$ cat src/rtl/seven_seg_scan_pkg.sv
// Shared constants and types for the seven-segment scan driver.
// Holds the active-low segment patterns ({g,f,e,d,c,b,a}), the all-anodes-off
// value, the blink phase enum, the packed three-digit snapshot type and a
// helper that decides whether a scan position is a blanked leading zero.
package seven_seg_scan_pkg;

  localparam logic [6:0] SEG_0    = 7'b1000000;
  localparam logic [6:0] SEG_1    = 7'b1111001;
  localparam logic [6:0] SEG_2    = 7'b0100100;
  localparam logic [6:0] SEG_3    = 7'b0110000;
  localparam logic [6:0] SEG_4    = 7'b0011001;
  localparam logic [6:0] SEG_5    = 7'b0010010;
  localparam logic [6:0] SEG_6    = 7'b0000010;
  localparam logic [6:0] SEG_7    = 7'b1111000;
  localparam logic [6:0] SEG_8    = 7'b0000000;
  localparam logic [6:0] SEG_9    = 7'b0010000;
  localparam logic [6:0] SEG_DASH = 7'b0111111;
  localparam logic [6:0] SEG_OFF  = 7'b1111111;

  localparam logic [3:0] AN_OFF = 4'b1111;

  typedef enum logic {
    PHASE_OFF = 1'b0,
    PHASE_ON  = 1'b1
  } blink_phase_e;

  typedef struct packed {
    logic [3:0] d2;
    logic [3:0] d1;
    logic [3:0] d0;
  } digits_t;

  // Leading-zero blanking: hundreds blanks when it is zero, tens blanks only
  // when both hundreds and tens are zero. The ones position never blanks.
  function automatic logic pos_blank(input digits_t d, input logic [1:0] pos,
                                     input logic lzb_en);
    case (pos)
      2'd1:    return lzb_en && (d.d2 == 4'd0) && (d.d1 == 4'd0);
      2'd2:    return lzb_en && (d.d2 == 4'd0);
      default: return 1'b0;
    endcase
  endfunction

endpackage

$ cat src/rtl/seven_seg_scan_bcd_to_seg.sv
// bcd_to_seg: combinational BCD to active-low seven-segment decoder.
// Ports:
//   bcd  in  4  digit value; 10..15 are shown as a dash
//   seg  out 7  cathode pattern, active-low, {g,f,e,d,c,b,a}
module bcd_to_seg
  import seven_seg_scan_pkg::*;
(
  input  logic [3:0] bcd,
  output logic [6:0] seg
);

  // Straight lookup; anything outside 0..9 is a dash so a bad upstream
  // value is visible on the display instead of silently looking like a digit.
  always_comb begin
    seg = SEG_DASH;
    case (bcd)
      4'd0:    seg = SEG_0;
      4'd1:    seg = SEG_1;
      4'd2:    seg = SEG_2;
      4'd3:    seg = SEG_3;
      4'd4:    seg = SEG_4;
      4'd5:    seg = SEG_5;
      4'd6:    seg = SEG_6;
      4'd7:    seg = SEG_7;
      4'd8:    seg = SEG_8;
      4'd9:    seg = SEG_9;
      default: seg = SEG_DASH;
    endcase
  end

endmodule

$ cat src/rtl/seven_seg_scan.sv
// seven_seg_scan: time-multiplexed driver for a 4-digit common-anode display.
// Snapshots three BCD digits on a load strobe and scans them one anode at a
// time, with leading-zero blanking, dead time between digits and optional blink.
// Ports:
//   clk       in   1  system clock
//   reset     in   1  synchronous, active-high reset
//   digit0..2 in   4  BCD ones / tens / hundreds
//   load      in   1  one-cycle strobe capturing digit0..2
//   lzb_en    in   1  blank leading zeros on positions 2 and 1
//   blink_en  in   1  alternate display on/off every BLINK_DIV frames
//   an        out  4  anode enables, active-low, an[0] = rightmost
//   seg       out  7  cathodes, active-low, {g,f,e,d,c,b,a}
//   dp        out  1  decimal point, active-low, always off
module seven_seg_scan
  import seven_seg_scan_pkg::*;
#(
  parameter int REFRESH_DIV = 100000,
  parameter int DEAD_CYCLES = 500,
  parameter int BLINK_DIV   = 125
) (
  input  logic       clk,
  input  logic       reset,
  input  logic [3:0] digit0,
  input  logic [3:0] digit1,
  input  logic [3:0] digit2,
  input  logic       load,
  input  logic       lzb_en,
  input  logic       blink_en,
  output logic [3:0] an,
  output logic [6:0] seg,
  output logic       dp
);

  localparam int CW = $clog2(REFRESH_DIV);
  localparam int FW = (BLINK_DIV > 1) ? $clog2(BLINK_DIV) : 1;
  localparam logic [CW-1:0] CNT_MAX    = CW'(REFRESH_DIV - 1);
  localparam logic [CW-1:0] DEAD_CNT   = CW'(DEAD_CYCLES);
  localparam logic [FW-1:0] FRAME_LAST = FW'(BLINK_DIV - 1);

  digits_t        snap_q, snap_d;
  digits_t        disp_q, disp_d;
  logic [CW-1:0]  cnt_q, cnt_d;
  logic [1:0]     idx_q, idx_d;
  logic [FW-1:0]  frame_q, frame_d;
  blink_phase_e   phase_q, phase_d;
  logic [3:0]     an_q, an_d;
  logic [6:0]     seg_q, seg_d;

  logic           slot_end;
  logic           frame_end;
  logic           lit;
  logic [3:0]     cur_digit;
  logic [6:0]     dec_seg;

  // Digit selected by the current scan index. Slot 3 has no digit of its
  // own; it reuses the hundreds mux leg but its output is forced dark below.
  always_comb begin
    cur_digit = disp_q.d2;
    case (idx_q)
      2'd0:    cur_digit = disp_q.d0;
      2'd1:    cur_digit = disp_q.d1;
      default: cur_digit = disp_q.d2;
    endcase
  end

  bcd_to_seg u_dec (
    .bcd (cur_digit),
    .seg (dec_seg)
  );

  // Next-state logic. The load strobe lands in snap immediately, but the
  // copy that is actually displayed (disp) only follows at a slot boundary,
  // so a digit never changes while its anode is on.
  always_comb begin
    slot_end  = (cnt_q == CNT_MAX);
    frame_end = slot_end && (idx_q == 2'd3);

    snap_d  = load ? digits_t'({digit2, digit1, digit0}) : snap_q;
    disp_d  = slot_end ? snap_d : disp_q;
    cnt_d   = slot_end ? '0 : cnt_q + 1'b1;
    idx_d   = slot_end ? idx_q + 2'd1 : idx_q;

    frame_d = frame_q;
    phase_d = phase_q;
    if (!blink_en) begin
      frame_d = '0;
      phase_d = PHASE_ON;
    end else if (frame_end) begin
      if (frame_q == FRAME_LAST) begin
        frame_d = '0;
        phase_d = (phase_q == PHASE_ON) ? PHASE_OFF : PHASE_ON;
      end else begin
        frame_d = frame_q + 1'b1;
      end
    end

    // seg carries the slot's pattern even while the anode is held off, so
    // the cathodes have settled before the anode turns on.
    lit = (cnt_q >= DEAD_CNT) && (idx_q != 2'd3) &&
          !pos_blank(disp_q, idx_q, lzb_en) &&
          !(blink_en && (phase_q == PHASE_OFF));

    an_d = AN_OFF;
    if (lit) an_d[idx_q] = 1'b0;
    seg_d = (idx_q == 2'd3) ? SEG_OFF : dec_seg;
  end

  // All state, including the registered outputs, restarts together on reset.
  always_ff @(posedge clk) begin
    if (reset) begin
      snap_q  <= '0;
      disp_q  <= '0;
      cnt_q   <= '0;
      idx_q   <= '0;
      frame_q <= '0;
      phase_q <= PHASE_ON;
      an_q    <= AN_OFF;
      seg_q   <= SEG_OFF;
    end else begin
      snap_q  <= snap_d;
      disp_q  <= disp_d;
      cnt_q   <= cnt_d;
      idx_q   <= idx_d;
      frame_q <= frame_d;
      phase_q <= phase_d;
      an_q    <= an_d;
      seg_q   <= seg_d;
    end
  end

  assign an  = an_q;
  assign seg = seg_q;
  assign dp  = 1'b1;

endmodule

$ cat config.mk
export PLATFORM = sky130hd
export DESIGN_NAME = seven_seg_scan
export DESIGN_NICKNAME = d
export VERILOG_FILES = /design/src/rtl/seven_seg_scan_pkg.sv /design/src/rtl/seven_seg_scan_bcd_to_seg.sv /design/src/rtl/seven_seg_scan.sv
export SDC_FILE = /design/constraint.sdc
export NUM_CORES = 1
export LEC_CHECK = 0
export ABC_AREA = 0
export ABC_CLOCK_PERIOD_IN_PS = 2300
export BUFFER_PORTS_ARGS = -buffer_cell sky130_fd_sc_hd__buf_4
export CORE_MARGIN = 2
export CORE_UTILIZATION = 50
export DETAILED_ROUTE_END_ITERATION = 8
export GPL_ROUTABILITY_DRIVEN = 0
export PLACE_DENSITY = 0.69
export SYNTH_ARGS = -nofsm -noshare
export SYNTH_HDL_FRONTEND = slang
export SYNTH_SLANG_ARGS = --single-unit
$ cat constraint.sdc
create_clock -name clk -period 2.3 [get_ports clk]
set_input_delay 0.115 -clock clk [delete_from_list [all_inputs] [get_ports clk]]
set_output_delay 0.115 -clock clk [all_outputs]
set_load 0.005 [all_outputs]
# --- After elaboration in Yosys (flattened, before gate mapping) ---
# Memories as Yosys holds them, arrays and structs flattened. A register that Yosys moved wholly into a read port is not among the register bits.
# Index checks and enable logic that the tools add are counted.
# Widths: inputs -> output; s select.
word_totals:
  reg_bits: 55
  latchBits: 0
  mem_bits_rw: 0
  romBits: 112
  in_bits: 17
  out_inout_bits: 12
  elab_cells: 53
  mem_count: 1
classes:
  add_sub_neg: 3
  multipliers: 0
  div_mod_pow: 0
  order_cmp: 3
  n_eq_ne: 6
  n_shift: 0
  muxes: 7
  n_bitwise: 4
  n_reduce_logical: 18
memory_table:
  columns: ["name", "words", "word_bits", "read_ports", "rd_ports_with_merged_regs", "wr", "line", "source"]
  rows:
  - ["(no name shown)", 16, 7, 1, 1, 0, "seven_seg_scan_bcd_to_seg.sv:16", "case (bcd)"]
ops:
  columns: ["operator", "n"]
  rows:
  - ["$add 17x1->17 const B", 1]
  - ["$eq 17x17->1 const B", 1]
  - ["$ge 17x9->1 const B", 1]
  - ["$mux 12", 1]
  - ["$logic_and 1x1->1", 8]
  - ["$logic_not 4->1", 2]
  - ["$pmux 4 s2", 1]
  - ["$reduce_or 2->1", 4]
  - ["$add 7x1->7 const B", 1]
  - ["$eq 7x7->1 const B", 1]
  - ["$mux 7", 1]
  - ["$eq 2x2->1 const B", 2]
  - ["$not 4->4", 1]
  - ["$lt 2x3->1 const B", 1]
  - ["$not 1->1", 3]
  - ["$add 2x1->2 const B", 1]
  - ["$demux 1 s2", 1]
  - ["$eq 2x1->1 const B", 1]
  - ["$ge 2x1->1 const B", 1]
  - ["$logic_not 1->1", 2]
  - ["$logic_not 2->1", 1]
  - ["$mux 1", 2]
  - ["$ne 2x2->1 const B", 1]
  - ["$pmux 1 s2", 1]
  - ["$reduce_and 2->1", 1]

# --- Longest topological paths before layout ---
logic_depth:
  word_depth: 9
  ltp_mapped: 10
  depth_no_buf: 9

# --- Modules after synthesis ---
# From an unflattened synthesis, not the netlist that was laid out.
unflattened:
  cells_unflattened: 300
  hier_area_um2: 2817.7
by_module_without_submodules:
  columns: ["mod", "n_inst", "cells_per_inst", "area_each_um2", "seq_area_each_um2"]
  rows:
  - ["seven_seg_scan", 1, 269, 2577.5, 1241.2]
  - ["bcd_to_seg", 1, 31, 240.2, 0.0]

# --- Least setup slack after synthesis ---
# No wires, ideal clock.
synth_timing:
  path_type: "register to register"
  from: "reg idx_q[0]"
  to: "reg seg_q[5], in the netlist seg[5]"
  setup_time_ns: 0.154
  t_arrival_ns: 1.715
  t_required_ns: 2.146
  slack_ns: 0.431
  stages_incl_launch_ff: 9
  path_cell_list: "dfxtp_1 > inv_1 > ha_1 > a22o_1 > a21oi_1 > inv_1 > ha_1 > nor2_1 > o311ai_0"
synth_between:
  elab_chain_cells: 2
  elab_cells_between_ends: 5
synth_lines:
  columns: ["item", "line", "source"]
  rows:
  - ["start: declaration", "seven_seg_scan.sv:43", "logic [1:0] idx_q, idx_d;"]
  - ["start signal: assignment", "seven_seg_scan.sv:123", "idx_q <= idx_d;"]
  - ["$eq 2x1->1, or another cell as far along", "seven_seg_scan.sv:59", "case (idx_q)"]
  - ["$pmux 4 s2 or $reduce_or 2->1 (tied branches)", null, null]
  - ["end: declaration", "seven_seg_scan.sv:47", "logic [6:0] seg_q, seg_d;"]
# Parallel ways exist; a longest one is shown, timed or not.
# A chain may end at the register's enable or synchronous reset.

# --- Worst setup path after layout ---
layout_timing:
  from: "reg idx_q[1]"
  to: "reg seg_q[5], in the netlist seg[5]"
# Same word-level chain as after synthesis.

==> reports/summary.txt <==
Via density: 5.43
Initial antenna violation count: 0
PortBufs: 27
Die H: 81.9 um
Pins Over Slew Limit: 0
Delay of the slowest critical-path stage: 0.39 ns
CTS H-tree depth: 3
Mapped Area: 3040 sq um
Storage cell area: 1240 sq um
First-pass GRT wire length: 9.54 mm
Yosys cell types: 56
Post-synth EDFFs: 0
Mapped Avg Cell Area: 9.76 sq um
Crit path required time: 2.53 ns
Initial DRC count: 111
Fraction of registers with async set/reset: 0%
Final hold slack: 0.0580 ns
Period utilization: 90.9%
Layout cells sized above 1: 21.7%
Post-layout util: 59.7%
Diodes inserted: 0
# rows: 28
Via count: 2285
Seq/Total Area, Yosys: 40.9%
Layout area overhead: 15.7%
Setup Total Neg Slack: 0 ns
Most common cell in the netlist: dfxtp_1
Fillers: 519
Pre-antenna DRT Iters: 4
CTS tree: yes
# DRC: 0
Power Density: 654 nW/um^2
Leakage: 1.47 nW
Starting density of the core: 51.6%
Top achievable clock speed: 0.479 GHz
Area of the multi-input gates: 1640 sq um
Final Hold Vio Count: 0
Vias in the first global route: 2080
Final setup fails: 0
Outcome: complete, no violations
Max Cap Viol: 0
Clock tree buffer depth: 2
Clk_skew: 0.0100 ns
RSZ-0062 raised after global routing: no
Startpoint types: flip-flop
Top Ports: 29
Worst-path clk slew: 0.08 ns
Largest net degree at the start of global routing: 33
Min Tclk post-route: 2.09 ns
Hold WC Path Type: input pin to flip-flop
Crit Path Max Fanout: 8
Crit-path leading delay family: compound AO/OA/AOI/OAI gates
Synth Register Bits: 62
Yosys warning count: 0
Ys flop type: dfxtp_1
Worst Path Class, Setup: flip-flop to flip-flop
Share of the synthesized area in the top cell type: 40.9%
CP bufs+invs: 2
Final nets: 371
Maximum VDD drop: 0.404 mV
Die Footprint: 6710 sq um
CP max-delay cell: dfxtp_1
Clock buffer count from CTS: 9
Drt total wl: 5.81 mm
Synth area leader: dfxtp_1
Congestion Overflow GR: 0
Core area: 5890 sq um
Mapped Cells: 311
Setup bufs post-CTS: 0
Clock Latency Late Sink: 0.34 ns
Die span in x: 81.9 um
Ranking of synthesized cells by area: dfxtp_1 41%, mux2i_1 5.9%, ha_1 5.4%, mux2_4 4.0%, nor2_1 3.6%
Post-DP HPWL: 4.10 mm
CTS root buffer: clkbuf_8
WP data arrival: 2.32 ns
WL per Instance: 13.8 um
Synth top cells by count: 62 x dfxtp_1, 29 x nor2_1, 18 x mux2i_1, 14 x nand3_1
Cell Chain, Critical Path: inv_1 > ha_1 > nor2_1 > a21o_1 > inv_1 > ha_1 > and2_1 > o311ai_0
Final antenna-violating net count: 0
Gr usage total: 18.5%
Worst Setup End Kind: flip-flop
Clock sinks: 62
==> kinds of logic after synthesis <==
| kind of cell | synth area share (%) |
|---|---|
| AND/OR/NAND/NOR | 22.3 |
| AO/OA/AOI/OAI | 11.2 |
| XOR/XNOR | 3.46 |
| adder cells (fa/ha/maj) | 5.36 |
| other | 0.124 |
| buffers and inverters | 5.32 |
| multiplexers | 11.4 |
| flip-flops | 40.9 |
==> path summary, 6_finish.rpt <==
path / start / to / slack (ns) / depth (start not counted)
worst max-delay path: idx_q[1] / seg[5] / 0.21 / 8
worst min-delay path: digit1[3] / snap_q[7] / 0.06 / 3
worst max register to register: idx_q[1] / seg[5] / 0.21 / 8
worst min register to register: frame_q[4] / frame_q[4] / 0.46 / 1
==> tightest hold or removal path: cells and delay by family <==
| kind | cells | cell delay [ns] |
|---|---|---|
| simple gates | 1 | 0.11 |
| mux | 1 | 0.05 |
| buf+inv | 1 | 0.07 |
==> through the flow <==
step | instance area, sq um | power (mW) | cells | worst slack [ns]
5_1_grt | 3510 | 2.38 | 421 | 0.0202
6_report | 3510 | 2.30 | 421 | 0.210
3_5_place_dp | 3280 | 1.23 | 405 | 0.185
4_1_cts | 3510 | 2.32 | 421 | 0.167
3_3_place_gp | 3280 | 1.23 | 405 | 0.278
2_1_floorplan | 3040 | 1.19 | 312 | 0.431
==> sequential cells by signal, indices dropped and copies added, names as in the netlist <==
register	flops
an	4
disp_q	12
snap_q	12
idx_q	2
phase_q	1
seg	7
frame_q	7
cnt_q	17
==> what timing repair did <==
action | CTS | global route
setup endpoints to repair | 0 | 1
gates resized for setup | 0 | 1
hold buffers | 0 | 0
==> metal layers <==
layer	GRT usage, %	wire length [um]	vias up
met5	0	0	-
met2	27.5	2570	34
li1	-	-	1176
met1	25.7	2920	1066
met3	3.30	215	9
met4	9.17	105	0
==> where the power goes <==
group,switching [mW],total (mW),internal [mW]
registers,0.00931,1.11,1.10
clock network,0.466,1.09,0.625
logic,0.0481,0.0998,0.0517
total,0.524,2.30,1.77
==> placed cells by master (no fill, tap or decap), drive strengths merged, types with 9 or more instances in the layout <==
cell type | netlist | routed
a21oi | 13 | 13
buf | 9 | 33
clkbuf | 6 | 9
dfxtp | 62 | 62
ha | 13 | 13
inv | 13 | 16
mux2 | 12 | 12
mux2i | 18 | 18
nand2 | 11 | 11
nand3 | 15 | 15
nand4 | 9 | 9
nor2 | 29 | 29
nor2b | 9 | 9
o21ai | 9 | 9
==> cell type report <==
| class | instances | share of cell area (%) |
|---|---|---|
| multi-input cells | 222 | 46.7 |
| flip-flops and latches | 62 | 35.3 |
| well taps | 75 | 2.67 |
| clock inverters | 7 | 2.96 |
| clock buffers | 9 | 3.53 |
| repair buffers | 33 | 7.41 |
| inverters | 13 | 1.39 |
(Power assumes the default switching activity.)
